==> src/rtl/rgb_fpga_pkg.sv <==
// -----------------------------------------------------------------------------
// rgb_fpga_pkg
// Shared definitions for the RGB LED matrix row scheduler.
//   COLS / PIX_W / COL_AW : line geometry (32 columns of 8-bit pixels)
//   pixel_t               : one pixel
//   line_t                : one full line, element [col]
//   sched_state_e         : row scheduler state encoding
//   is_last_col()         : true on the final column of a line
// -----------------------------------------------------------------------------
package rgb_fpga_pkg;

  localparam int COLS   = 32;
  localparam int PIX_W  = 8;
  localparam int COL_AW = 5;

  typedef logic [PIX_W-1:0] pixel_t;
  typedef pixel_t [COLS-1:0] line_t;

  typedef enum logic [2:0] {
    S_IDLE    = 3'd0,
    S_LOAD    = 3'd1,
    S_BLANK   = 3'd2,
    S_START   = 3'd3,
    S_WAIT_LO = 3'd4,
    S_WAIT_HI = 3'd5,
    S_NEXT    = 3'd6
  } sched_state_e;

  function automatic logic is_last_col(input logic [COL_AW-1:0] col);
    return (col == COL_AW'(COLS - 1));
  endfunction

endpackage

==> src/rtl/rgb_fpga_row_scheduler.sv <==
// -----------------------------------------------------------------------------
// rgb_fpga_row_scheduler
// Walks every row of one LED panel half: fetches the row's 32 pixels from the
// frame buffer, blanks the panel while the row address moves, kicks the PWM
// line engine and waits for it to finish (with a watchdog).
//
// Ports
//   clk, rst          : clock, synchronous active-high reset
//   enable            : low forces the sequencer back to IDLE
//   continuous        : 1 = free-running frames, 0 = one frame per frame_start
//   frame_start       : start strobe, only honoured in IDLE
//   fb_rd_en/fb_addr  : frame buffer read port, address {row, col}
//   fb_rd_data        : read data, one cycle after fb_rd_en
//   line_data         : captured pixels for the line engine, element [col]
//   line_en           : line engine enable (LOAD..NEXT)
//   line_start        : one-cycle start strobe
//   line_rdy          : engine handshake (drops on accept, rises when done)
//   row_addr          : panel row address
//   row_blank         : panel output blanked
//   frame_done        : pulse after the last row of a frame
//   timeout_err       : pulse when the engine fails to respond in time
//   busy              : sequencer is not IDLE
// All outputs come straight from flops.
// -----------------------------------------------------------------------------
module rgb_fpga_row_scheduler
  import rgb_fpga_pkg::*;
#(
  parameter int ROWS         = 16,
  parameter int ROW_AW       = 4,
  parameter int BLANK_CYC    = 4,
  parameter int LINE_TIMEOUT = 32768
) (
  input  logic                     clk,
  input  logic                     rst,
  input  logic                     enable,
  input  logic                     continuous,
  input  logic                     frame_start,
  output logic                     fb_rd_en,
  output logic [ROW_AW+COL_AW-1:0] fb_addr,
  input  logic [PIX_W-1:0]         fb_rd_data,
  output line_t                    line_data,
  output logic                     line_en,
  output logic                     line_start,
  input  logic                     line_rdy,
  output logic [ROW_AW-1:0]        row_addr,
  output logic                     row_blank,
  output logic                     frame_done,
  output logic                     timeout_err,
  output logic                     busy
);

  localparam int TO_W = $clog2(LINE_TIMEOUT) + 1;
  localparam int BL_W = $clog2(BLANK_CYC) + 1;

  localparam logic [TO_W-1:0]   TO_LAST  = TO_W'(LINE_TIMEOUT - 1);
  localparam logic [BL_W-1:0]   BL_LAST  = BL_W'(BLANK_CYC - 1);
  localparam logic [ROW_AW-1:0] ROW_LAST = ROW_AW'(ROWS - 1);

  sched_state_e        state_q,       state_d;
  logic [ROW_AW-1:0]   row_q,         row_d;
  logic [COL_AW-1:0]   col_q,         col_d;
  logic                cap_vld_q,     cap_vld_d;
  logic [COL_AW-1:0]   cap_col_q,     cap_col_d;
  line_t               line_data_q,   line_data_d;
  logic [ROW_AW-1:0]   row_addr_q,    row_addr_d;
  logic                fb_rd_en_q,    fb_rd_en_d;
  logic                line_en_q,     line_en_d;
  logic                line_start_q,  line_start_d;
  logic                row_blank_q,   row_blank_d;
  logic                frame_done_q,  frame_done_d;
  logic                timeout_err_q, timeout_err_d;
  logic                busy_q,        busy_d;
  logic [BL_W-1:0]     blank_cnt_q,   blank_cnt_d;
  logic [TO_W-1:0]     to_cnt_q,      to_cnt_d;

  // Next-state, fetch pipeline and output-register computation.
  always_comb begin
    state_d       = state_q;
    row_d         = row_q;
    col_d         = col_q;
    cap_vld_d     = 1'b0;
    cap_col_d     = col_q;
    line_data_d   = line_data_q;
    row_addr_d    = row_addr_q;
    fb_rd_en_d    = 1'b0;
    line_en_d     = line_en_q;
    line_start_d  = 1'b0;
    row_blank_d   = row_blank_q;
    frame_done_d  = 1'b0;
    timeout_err_d = 1'b0;
    blank_cnt_d   = blank_cnt_q;
    to_cnt_d      = to_cnt_q;

    if (!enable) begin
      // Same as reset, except the captured line is kept.
      state_d     = S_IDLE;
      row_d       = {ROW_AW{1'b0}};
      col_d       = {COL_AW{1'b0}};
      row_addr_d  = {ROW_AW{1'b0}};
      line_en_d   = 1'b0;
      row_blank_d = 1'b1;
      blank_cnt_d = {BL_W{1'b0}};
      to_cnt_d    = {TO_W{1'b0}};
    end else begin
      // Read data trails fb_rd_en by one cycle, so it belongs to the column
      // issued on the previous cycle (cap_col_q).
      cap_vld_d = fb_rd_en_q;
      cap_col_d = col_q;
      if ((state_q == S_LOAD) && cap_vld_q) begin
        line_data_d[cap_col_q] = fb_rd_data;
      end else begin
        line_data_d = line_data_q;
      end

      case (state_q)
        S_IDLE: begin
          if (frame_start || continuous) begin
            state_d    = S_LOAD;
            row_d      = {ROW_AW{1'b0}};
            col_d      = {COL_AW{1'b0}};
            fb_rd_en_d = 1'b1;
            line_en_d  = 1'b1;
          end else begin
            state_d = S_IDLE;
          end
        end

        S_LOAD: begin
          if (fb_rd_en_q && !is_last_col(col_q)) begin
            col_d      = col_q + COL_AW'(1'b1);
            fb_rd_en_d = 1'b1;
          end else begin
            col_d      = col_q;
            fb_rd_en_d = 1'b0;
          end
          // Leave once the final column's data has been written.
          if (cap_vld_q && is_last_col(cap_col_q)) begin
            state_d     = S_BLANK;
            row_addr_d  = row_q;
            row_blank_d = 1'b1;
            blank_cnt_d = {BL_W{1'b0}};
          end else begin
            state_d = S_LOAD;
          end
        end

        S_BLANK: begin
          if (blank_cnt_q == BL_LAST) begin
            state_d      = S_START;
            line_start_d = 1'b1;
            row_blank_d  = 1'b0;
            to_cnt_d     = {TO_W{1'b0}};
          end else begin
            blank_cnt_d = blank_cnt_q + BL_W'(1'b1);
          end
        end

        S_START: begin
          state_d  = S_WAIT_LO;
          to_cnt_d = {TO_W{1'b0}};
        end

        S_WAIT_LO, S_WAIT_HI: begin
          // The watchdog wins over a handshake arriving on the same cycle.
          if (to_cnt_q == TO_LAST) begin
            state_d       = S_IDLE;
            timeout_err_d = 1'b1;
            line_en_d     = 1'b0;
            row_blank_d   = 1'b1;
            row_d         = {ROW_AW{1'b0}};
            col_d         = {COL_AW{1'b0}};
            to_cnt_d      = {TO_W{1'b0}};
          end else begin
            to_cnt_d = to_cnt_q + TO_W'(1'b1);
            if ((state_q == S_WAIT_LO) && !line_rdy) begin
              state_d = S_WAIT_HI;
            end else if ((state_q == S_WAIT_HI) && line_rdy) begin
              state_d      = S_NEXT;
              row_blank_d  = 1'b1;
              frame_done_d = (row_q == ROW_LAST);
            end else begin
              state_d = state_q;
            end
          end
        end

        S_NEXT: begin
          col_d       = {COL_AW{1'b0}};
          row_blank_d = 1'b1;
          if (row_q != ROW_LAST) begin
            row_d      = row_q + ROW_AW'(1'b1);
            state_d    = S_LOAD;
            fb_rd_en_d = 1'b1;
          end else begin
            row_d = {ROW_AW{1'b0}};
            if (continuous) begin
              state_d    = S_LOAD;
              fb_rd_en_d = 1'b1;
            end else begin
              state_d   = S_IDLE;
              line_en_d = 1'b0;
            end
          end
        end

        default: begin
          state_d     = S_IDLE;
          row_d       = {ROW_AW{1'b0}};
          col_d       = {COL_AW{1'b0}};
          line_en_d   = 1'b0;
          row_blank_d = 1'b1;
        end
      endcase
    end

    busy_d = (state_d != S_IDLE);
  end

  // State and output registers with synchronous reset.
  always_ff @(posedge clk) begin
    if (rst) begin
      state_q       <= S_IDLE;
      row_q         <= {ROW_AW{1'b0}};
      col_q         <= {COL_AW{1'b0}};
      cap_vld_q     <= 1'b0;
      cap_col_q     <= {COL_AW{1'b0}};
      line_data_q   <= '0;
      row_addr_q    <= {ROW_AW{1'b0}};
      fb_rd_en_q    <= 1'b0;
      line_en_q     <= 1'b0;
      line_start_q  <= 1'b0;
      row_blank_q   <= 1'b1;
      frame_done_q  <= 1'b0;
      timeout_err_q <= 1'b0;
      busy_q        <= 1'b0;
      blank_cnt_q   <= {BL_W{1'b0}};
      to_cnt_q      <= {TO_W{1'b0}};
    end else begin
      state_q       <= state_d;
      row_q         <= row_d;
      col_q         <= col_d;
      cap_vld_q     <= cap_vld_d;
      cap_col_q     <= cap_col_d;
      line_data_q   <= line_data_d;
      row_addr_q    <= row_addr_d;
      fb_rd_en_q    <= fb_rd_en_d;
      line_en_q     <= line_en_d;
      line_start_q  <= line_start_d;
      row_blank_q   <= row_blank_d;
      frame_done_q  <= frame_done_d;
      timeout_err_q <= timeout_err_d;
      busy_q        <= busy_d;
      blank_cnt_q   <= blank_cnt_d;
      to_cnt_q      <= to_cnt_d;
    end
  end

  assign fb_rd_en    = fb_rd_en_q;
  assign fb_addr     = {row_q, col_q};
  assign line_data   = line_data_q;
  assign line_en     = line_en_q;
  assign line_start  = line_start_q;
  assign row_addr    = row_addr_q;
  assign row_blank   = row_blank_q;
  assign frame_done  = frame_done_q;
  assign timeout_err = timeout_err_q;
  assign busy        = busy_q;

endmodule

==> config.mk <==
export PLATFORM = sky130hd
export DESIGN_NAME = rgb_fpga_row_scheduler
export DESIGN_NICKNAME = d
export VERILOG_FILES = /design/src/rtl/rgb_fpga_pkg.sv /design/src/rtl/rgb_fpga_row_scheduler.sv
export SDC_FILE = /design/constraint.sdc
export NUM_CORES = 1
export LEC_CHECK = 0
export ABC_AREA = 1
export CORE_AREA = 4 4 154 156
export DETAILED_ROUTE_END_ITERATION = 6
export DIE_AREA = 0 0 158 160
export GPL_TIMING_DRIVEN = 0
export PLACE_DENSITY = 0.85
export SYNTH_ARGS = -nofsm -noshare
export SYNTH_HDL_FRONTEND = slang
export SYNTH_SLANG_ARGS = --single-unit
==> constraint.sdc <==
create_clock -name clk -period 4.5 [get_ports clk]
set_input_delay 1.125 -clock clk [delete_from_list [all_inputs] [get_ports clk]]
set_output_delay 1.125 -clock clk [all_outputs]
set_load 0.05 [all_outputs]
==> results of run 1 <==
[state kept, by name (all words and copies together) (netlist names)]
| signal | cells |
|---|---|
| fb_rd_en | 1 |
| timeout_err | 1 |
| to_cnt_q | 16 |
| cap_vld_q | 1 |
| line_en | 1 |
| row_q | 4 |
| frame_done | 1 |
| busy | 1 |
| cap_col_q | 5 |
| state_q | 3 |
| row_addr | 4 |
| line_start | 1 |
| line_data | 256 |
| cap_col_d | 5 |
| blank_cnt_q | 3 |
| row_blank | 1 |
[power by group]
group          switching [W]  internal [W]
logic               0.000160     0.0000479
clock network        0.00104       0.00148
registers         0.00000444       0.00269
total                0.00120       0.00423
[how the worst max path moves through the flow]
stage                 start             to  slack (ns)  cells after the start
2_1_floorplan        enable   line_data[0]        2.38                      9
4_1_cts        cap_col_d[2]     fb_addr[2]        1.44                      1
3_3_place_gp            rst  line_data[62]        1.22                      6
6_report       cap_col_d[2]     fb_addr[2]        1.42                      1
5_1_grt        cap_col_d[2]     fb_addr[2]        1.37                      1
3_5_place_dp            rst  line_data[60]        1.19                      6
[metrics by stage]
stage               cells  instance area, µm²
global route         2160               15900
finish               2160               15900
CTS                  2160               15900
detailed placement   2105               14900
floorplan            1531               11700
global placement     2105               14900
[cell type report]
class	instances	area share, %
Buffer	57	1.39
Clock buffer	45	5.39
Clock inverter	10	0.858
Inverter	92	2.28
Multi-Input combinational cell	1078	31.4
Sequential cell	304	38.3
Tap cell	285	2.24
Timing Repair Buffer	289	18.2
[synthesized netlist by cell type (5+ instances only)]
library cell  count  area [µm²]
clkbuf_1         47         176
nor2_8           16         320
nand3_1          30         150
a21oi_1          24         120
nor3_1           10        50.1
nor2_1          569        2140
inv_1            58         218
inv_2            25        93.8
clkinv_2          8        40.0
ha_1              6        75.1
o21ai_0         270        1350
nand4_1          13        81.3
or2_2             5        31.3
buf_1             9        33.8
nand2_1         107         402
dfxtp_1         304        6090
[placed cells by master, fill, tap and decap left out, types with 2 or more instances in the layout]
| master | n |
|---|---|
| nor2_1 | 569 |
| dfxtp_1 | 304 |
| clkdlybuf4s50_1 | 289 |
| o21ai_0 | 270 |
| nand2_1 | 107 |
| inv_1 | 58 |
| clkbuf_1 | 57 |
| nand3_1 | 30 |
| clkbuf_16 | 30 |
| inv_2 | 25 |
| a21oi_1 | 24 |
| nor2_8 | 16 |
| clkinv_2 | 14 |
| nand4_1 | 13 |
| nor3_1 | 10 |
| buf_1 | 9 |
| ha_1 | 6 |
| or2_2 | 5 |
| clkbuf_8 | 5 |
| nor2_4 | 3 |
| xor2_1 | 3 |
| bufinv_16 | 3 |
| nand2_2 | 2 |
| nand2_8 | 2 |
| o21ai_1 | 2 |
| nor4_1 | 2 |
[metal layers]
metal  part of all wire (%)  vias to the layer above
li1                       -                     5548
met1                     40                     5509
met2                     46                      627
met3                     10                      108
met4                    3.8                        0
met5                      0                        -
[cell families (layout without fill, tap and decap cells)]
kind of cell / count (synthesis) / in the layout / share of synthesized area, %
xor+xnor: 4 / 4 / 0.301
buf+inv: 149 / 493 / 5.01
compound gates: 304 / 304 / 13.3
simple gates: 764 / 764 / 28.5
fa+ha+maj: 6 / 6 / 0.644
flops: 304 / 304 / 52.2
==> metrics.txt, run 1 <==
CTS Sinks=304; std cell rows=55; Static Leak=6.54 nW; DR vias/cell=5.46; layout cells sized above 1=6.08%; Synthesized Nets=1,551; Worst Tran Pin Value=0.875 ns; R2R cell count=8; initial core utilization=52.1%; initial antenna violation count=0; Max Cap Viol=0; beginning of the worst hold path=row_addr[1]; slowest cell on the critical path=clkdlybuf4s50_1; CP Launch Type=flop; Final #Nets=1,872; Post-Route Utilization=71.1%; final clock skew=0.0268 ns; first-pass GRT wire length=60,100 µm; postcts setup bufs=0; sequential-to-total area share from yosys stat=52.2%; Max Slew Vio Count=0; mapped cell area=11,700 µm²; Multi-input gate area=4990 µm²; synthesized flop and latch total=304; Area Overhead vs Synth=36.4%; Bufs on Longest Clock Path=3; via count=11,800; RSZ-0062 raised after global routing=false; worst hold slack=0.462 ns; PnR worst setup slack=1.42 ns; CTS Buf Count=30; gr usage total=29.6%; worst r2r src=to_cnt_q[0]; final wirelength=39,200 µm; library cells used by synthesis=38; TritonCTS clock tree=built; clk slew on worst S/H paths=0.06 ns; clock root buffer=clkbuf_16; Hold Crit Depth=2; Post-Place Setup Slack=1.19 ns; Final setup viols=0; fmax=0.324 GHz; slew margin rel.=41.7%; Tmin final=3.08 ns; Syn Area/Cell=7.61 µm²; post-route ant nets=0; crit path cell chain=clkdlybuf4s50_1; # DRC=0; Yosys warning count=0; FF-to-FF setup slack=2.35 ns; grt peak-use layer=met2; CP max stage delay=0.91 ns; Buffers & Inverters on Critical Path=1; final RePlAce weighted congestion=0.917; EDFF count, synth=0; n_diodes=0; Max VDD drop=0.299 mV; ys async rst share=0%; vias in the first global route=11,100; Power Density=342 nW/µm²; Setup CP Type=reg -> out; I/O Pins=290; routed len/inst=18.2 µm; HPWL after DPL=28,300 µm; CP top delay family=buffers and inverters; Hold Buf Count CTS=0; total power=0.00543 W; Tightest Hold Check Type=reg -> reg; period utilization=68.5%; drt first pass iters=6; post-CTS sizing=0; Overflow after GRT=0; die extent in x=158 µm; Syn Inst Count=1,531; Die H=160 µm; met3 Usage GRT=5.61%; FILL cells=1,714; global routing met2 resource utilization=48.6%; Worst Path Required=3.38 ns; outcome=completed; Sum Neg Setup Slack=0 ns; WP data arrival=1.96 ns; largest net degree at the start of global routing=16; clock latency on the worst-skew pair=0.57 ns; Crit. End Element=output pin; met1 usage in global routing=38.6%; register area=6090 µm²; CORE AREA=22,400 µm²; H-tree depth=1; Hold Path End=row_addr[1]; Top FF cell, synth=dfxtp_1; Die ar.=25,300 µm²; FF-to-FF End=cap_col_d[4]; final hold violations=0; iteration-0 DRC count of the detailed router=983; Port Buffers=289; CP Max Fanout=7
Power figures use the tool's default switching activity.
==> inputs of run 2 (changes only) <==
--- a/config.mk
+++ b/config.mk
@@ -6,11 +6,11 @@
 export NUM_CORES = 1
 export LEC_CHECK = 0
 export ABC_AREA = 1
-export CORE_AREA = 4 4 154 156
+export CORE_AREA = 4 4 168 170
 export DETAILED_ROUTE_END_ITERATION = 6
-export DIE_AREA = 0 0 158 160
+export DIE_AREA = 0 0 172 174
 export GPL_TIMING_DRIVEN = 0
-export PLACE_DENSITY = 0.85
+export PLACE_DENSITY = 0.76
 export SYNTH_ARGS = -nofsm -noshare
 export SYNTH_HDL_FRONTEND = slang
 export SYNTH_SLANG_ARGS = --single-unit
==> constraint.sdc (replaced) <==
create_clock -name clk -period 2.65 [get_ports clk]
set_input_delay 0.6625 -clock clk [delete_from_list [all_inputs] [get_ports clk]]
set_output_delay 0.6625 -clock clk [all_outputs]
set_load 0.05 [all_outputs]
==> run 2 against run 1 <==
Compared with the run above:
- first-iteration DRC count increased by 5.8%
- power grew 79%
- critical path depth is the same
- global-route usage is 4.6 points lower
- count of clock-buffer cells in the layout down 3
- core utilization is 11 points lower
- worst setup slack worse by 1.3 ns
- sequential share of layout area shrank 0.51 points
- design area grew 1.4%
- largest cell class unchanged
==> metrics.txt, run 2 (synthesis results as in run 1) <==
final clock skew=0.0258 ns (was 0.0268 ns); clock root buffer=clkbuf_16 (unchanged); period utilization=95.5%; Worst Path Required=1.99 ns (was 3.38 ns); Multi-input gate area=4990 µm² (unchanged); HPWL after DPL=29,000 µm (was 28,300 µm); iteration-0 DRC count of the detailed router=1,040 (was 983); drt first pass iters=5 (was 6); Overflow after GRT=0 (unchanged); fmax=0.395 GHz; final hold violations=0 (unchanged); Power Density=604 nW/µm² (was 342 nW/µm²); crit path cell chain=clkdlybuf4s50_1 (unchanged); Crit. End Element=output pin (unchanged); Sum Neg Setup Slack=0 ns (unchanged); Static Leak=6.61 nW (was 6.54 nW); layout cells sized above 1=6.50% (was 6.08%); # DRC=0 (unchanged); Port Buffers=289 (unchanged); WP data arrival=1.87 ns (was 1.96 ns); via count=11,500 (was 11,800); slew margin rel.=40.6% (was 41.7%); die extent in x=172 µm (was 158 µm); FILL cells=2,387 (was 1,714); PnR worst setup slack=0.118 ns (was 1.42 ns); Max VDD drop=0.372 mV (was 0.299 mV); Setup CP Type=reg -> out (unchanged); largest net degree at the start of global routing=17 (was 16); TritonCTS clock tree=built (unchanged); routed len/inst=17.8 µm (was 18.2 µm); CP max stage delay=0.87 ns (was 0.91 ns); initial core utilization=43.6% (was 52.1%); clk slew on worst S/H paths=0.06 ns (about the same); n_diodes=0 (unchanged); Final setup viols=0 (unchanged); H-tree depth=1 (unchanged); FF-to-FF setup slack=0.52 ns (was 2.35 ns); Max Cap Viol=0 (unchanged); Die ar.=29,900 µm² (was 25,300 µm²); RSZ-0062 raised after global routing=false (unchanged); postcts setup bufs=0 (unchanged); CTS Buf Count=31 (was 30); vias in the first global route=10,600 (was 11,100); Die H=174 µm (was 160 µm); outcome=completed (unchanged); CORE AREA=26,700 µm² (was 22,400 µm²); Largest register FFs=256 (unchanged); clock latency on the worst-skew pair=0.58 ns (was 0.57 ns); post-CTS sizing=0 (unchanged); DR vias/cell=5.18 (was 5.46); post-route ant nets=0 (unchanged); commonest non-fill, non-tap cell in the layout=nor2_1 (unchanged); Hold Buf Count CTS=0 (unchanged); CP Max Fanout=7 (unchanged); CP Launch Type=flop (unchanged); std cell rows=60 (was 55); commonest cells after routing, fill and taps aside=nor2_1 (569), dfxtp_1 (304), clkdlybuf4s50_1 (289) (unchanged); CTS Sinks=304 (unchanged); I/O Pins=290 (unchanged); register area=6090 µm² (unchanged); slowest cell on the critical path=clkdlybuf4s50_1 (unchanged); Tmin final=2.53 ns; CP top delay family=buffers and inverters (unchanged); initial antenna violation count=0 (unchanged); first-pass GRT wire length=59,300 µm (was 60,100 µm); Max Slew Vio Count=0 (unchanged); Post-Place Setup Slack=-0.214 ns (was 1.19 ns); Area Overhead vs Synth=38.2% (was 36.4%); Worst Tran Pin Value=0.891 ns (was 0.875 ns); Tightest Hold Check Type=reg -> reg (unchanged); final wirelength=39,400 µm (was 39,200 µm); final RePlAce weighted congestion=0.881 (was 0.917); Bufs on Longest Clock Path=3 (unchanged); Final #Nets=1,873 (was 1,872); Buffers & Inverters on Critical Path=1 (unchanged); gr usage total=25.0% (was 29.6%)
==> run 2: cell types whose count changed in the layout (fill, tap and decap cells not counted), sizes merged <==
cell and delta:
bufinv +3, clkbuf -3, clkinv -2, clkinvlp +2, inv +2
==> run 2: worst paths after layout <==
check | from | end | cells past startpoint
worst min-delay path | blank_cnt_q[2] | blank_cnt_q[2] | 2
worst max register to register | to_cnt_q[0] | to_cnt_q[0] | 8
worst max-delay path | cap_col_d[2] | fb_addr[2] | 1
worst min register to register | blank_cnt_q[2] | blank_cnt_q[2] | 2
==> run 2: layout make-up <==
type                    instances  share of cell area, %
flip-flops and latches        304                   37.8
multi-input cells            1078                   30.9
repair buffers                289                   18.0
clock buffers                  42                   5.51
well taps                     341                   2.65
inverters                      92                   2.25
clock inverters                15                   1.56
plain buffers                  57                   1.37
==> run 2: report_power, final <==
part / switching, W / leakage [nW] / internal, W
Combinational: 0.000263 / 3.61 / 0.0000812
Sequential: 0.00000728 / 2.45 / 0.00458
Clock: 0.00186 / 0.558 / 0.00294
==> run 2: stage by stage <==
step	power (W)	std cells	hold WS (ns)	util (%)	instance area [µm²]
after floorplan	0.00487	1531	0.435	-	11700
after global placement	0.00502	2161	0.450	56.0	15000
after detailed placement	0.00502	2161	0.450	56.0	15000
after CTS	0.00976	2218	0.467	60.3	16100
after global routing	0.0100	2218	0.482	60.3	16100
final	0.00973	2218	0.463	60.3	16100
==> run 2: per-layer routing <==
metal  GRT usage (%)  vias up  wire length, µm
li1                -     5579                -
met1            31.9     5335            16200
met2            41.8      484            18300
met3            4.73       94             3190
met4            9.60        0             1640
met5               0        -                0
==> inputs of run 3 (changes only) <==
--- a/config.mk
+++ b/config.mk
@@ -6,9 +6,9 @@
 export NUM_CORES = 1
 export LEC_CHECK = 0
 export ABC_AREA = 1
-export CORE_AREA = 4 4 168 170
+export CORE_AREA = 2 2 166 168
 export DETAILED_ROUTE_END_ITERATION = 6
-export DIE_AREA = 0 0 172 174
+export DIE_AREA = 0 0 168 170
 export GPL_TIMING_DRIVEN = 0
 export PLACE_DENSITY = 0.76
 export SYNTH_ARGS = -nofsm -noshare
==> run 3 against run 2 <==
Compared with the run above:
- maximum frequency decreased by 0.29%
- combinational power is essentially flat
- global-route usage is 0.40 points higher
- sequential power about the same
- largest power group is now sequential cells
- design area fell by 0.73%
- clock power shrank 9.4%
- flip-flop and latch count unchanged
- routed wire length is 3.3% lower
- first-iteration DRC count rose by 8.3%
- critical path depth did not move
==> metrics.txt, run 3 (synthesis results as in run 1) <==
outcome=completed (unchanged); CTS Sinks=304 (unchanged); gr usage total=25.4% (was 25.0%); Max VDD drop=0.456 mV (was 0.372 mV); Worst Tran Pin Value=0.932 ns (was 0.891 ns); Bufs on Longest Clock Path=3 (unchanged); clk slew on worst S/H paths=0.06 ns (about the same); vias in the first global route=10,300 (was 10,600); first-pass GRT wire length=57,000 µm (was 59,300 µm); Final #Nets=1,873 (unchanged); initial antenna violation count=0 (unchanged); Die H=170 µm (was 174 µm); HPWL after DPL=27,900 µm (was 29,000 µm); final hold violations=0 (unchanged); n_diodes=0 (unchanged); post-route ant nets=0 (unchanged); routed len/inst=17.2 µm (was 17.8 µm); Static Leak=6.56 nW (was 6.61 nW); worst hold slack=0.469 ns (was 0.463 ns); switching power=0.00203 W (was 0.00213 W); clock latency on the worst-skew pair=0.55 ns (was 0.58 ns); postcts setup bufs=0 (unchanged); Logic pwr share=3.7% (was 3.5%); CTS Buf Count=31 (unchanged); Worst Path Required=1.99 ns (about the same); std cell rows=60 (unchanged); sequential share of power=49.4% (was 47.1%); final wirelength=38,100 µm (was 39,400 µm); I/O Pins=290 (unchanged); Crit. End Element=output pin (unchanged); via count=11,400 (was 11,500); commonest non-fill, non-tap cell in the layout=nor2_1 (unchanged); layout cells sized above 1=6.13% (was 6.50%); RSZ-0062 raised after global routing=false (unchanged); Setup CP Type=reg -> out (unchanged); CP top delay family=buffers and inverters (unchanged); largest net degree at the start of global routing=16 (was 17); Buffers & Inverters on Critical Path=1 (unchanged); crit path cell chain=clkdlybuf4s50_1 (unchanged); Largest register FFs=256 (unchanged); die extent in x=168 µm (was 172 µm); Clk network pwr share=46.9% (was 49.4%); H-tree depth=1 (unchanged); Port Buffers=289 (unchanged); # DRC=0 (unchanged); Tmin final=2.54 ns (was 2.53 ns); CP Max Fanout=6 (was 7); Die ar.=28,600 µm² (was 29,900 µm²); Hold Buf Count CTS=0 (unchanged); Area Overhead vs Synth=37.2% (was 38.2%); CP max stage delay=0.86 ns (was 0.87 ns); slew margin rel.=37.9% (was 40.6%); post-CTS sizing=0 (unchanged); Final setup viols=0 (unchanged); TritonCTS clock tree=built (unchanged); Tightest Hold Check Type=reg -> reg (unchanged); commonest cells after routing, fill and taps aside=nor2_1 (569), dfxtp_1 (304), clkdlybuf4s50_1 (289) (unchanged); final clock skew=0.0153 ns (was 0.0258 ns); DR vias/cell=5.13 (was 5.18); Overflow after GRT=0 (unchanged); Pint=0.00725 W (was 0.00760 W); final RePlAce weighted congestion=0.896 (was 0.881); Sum Neg Setup Slack=0 ns (unchanged); WP data arrival=1.88 ns (was 1.87 ns); fmax=0.394 GHz (was 0.395 GHz); period utilization=95.8% (was 95.5%); Max Cap Viol=0 (unchanged); initial core utilization=43.7% (was 43.6%); CP Launch Type=flop (unchanged); slowest cell on the critical path=clkdlybuf4s50_1 (unchanged); Net Sw Frac=21.9% (about the same); Max Slew Vio Count=0 (unchanged); iteration-0 DRC count of the detailed router=1,126 (was 1,040); CORE AREA=26,700 µm² (about the same); drt first pass iters=7 (was 5); clock root buffer=clkbuf_16 (unchanged); Power Density=580 nW/µm² (was 604 nW/µm²)
==> run 3: metal layers <==
metal	vias to the layer above	share of wire (%)	wire length (µm)	track usage, %
li1	5556	-	-	-
met1	5242	42	15900	31.8
met2	488	47	17800	43.6
met3	88	7.6	2890	4.53
met4	0	3.9	1490	9.98
met5	-	0	0	0
==> run 3: area by class of cell <==
cell class / count / area, µm²
flip-flops and latches: 304 / 6090
multi-input cells: 1078 / 4990
clock buffers: 49 / 933
fillers: 2354 / 10700
inverters: 92 / 363
repair buffers: 289 / 2890
plain buffers: 57 / 221
clock inverters: 6 / 87.6
well taps: 341 / 427
==> run 3: path summary, 6_finish.rpt <==
kind / depth (start not counted) / from / slack [ns] / end
worst max-delay path: 1 / row_q[2] / 0.11 / fb_addr[7]
worst max register to register: 7 / cap_col_q[3] / 0.51 / line_data[115]
worst min-delay path: 2 / blank_cnt_q[2] / 0.47 / blank_cnt_q[2]
worst min register to register: 2 / blank_cnt_q[2] / 0.47 / blank_cnt_q[2]
==> run 3: per-stage QoR <==
step | cell area (µm²) | instances | setup WS [ns] | total power (W) | utilization [%]
after global placement | 15000 | 2161 | -0.155 | 0.00502 | 56.2
after global routing | 16000 | 2216 | 0.0243 | 0.00955 | 60.0
after detailed placement | 15000 | 2161 | -0.179 | 0.00502 | 56.2
final | 16000 | 2216 | 0.111 | 0.00928 | 60.0
after floorplan | 11700 | 1531 | 0.737 | 0.00487 | -
after CTS | 16000 | 2216 | 0.0936 | 0.00932 | 60.0
==> run 3: power by group through the flow <==
stage / Combinational (W) / Sequential [W] / Clock (W)
after floorplan: 0.000172 / 0.00470 / 0
after global placement: 0.000335 / 0.00469 / 0
after detailed placement: 0.000337 / 0.00469 / 0
after CTS: 0.000340 / 0.00458 / 0.00440
after global routing: 0.000369 / 0.00458 / 0.00460
final: 0.000344 / 0.00458 / 0.00435
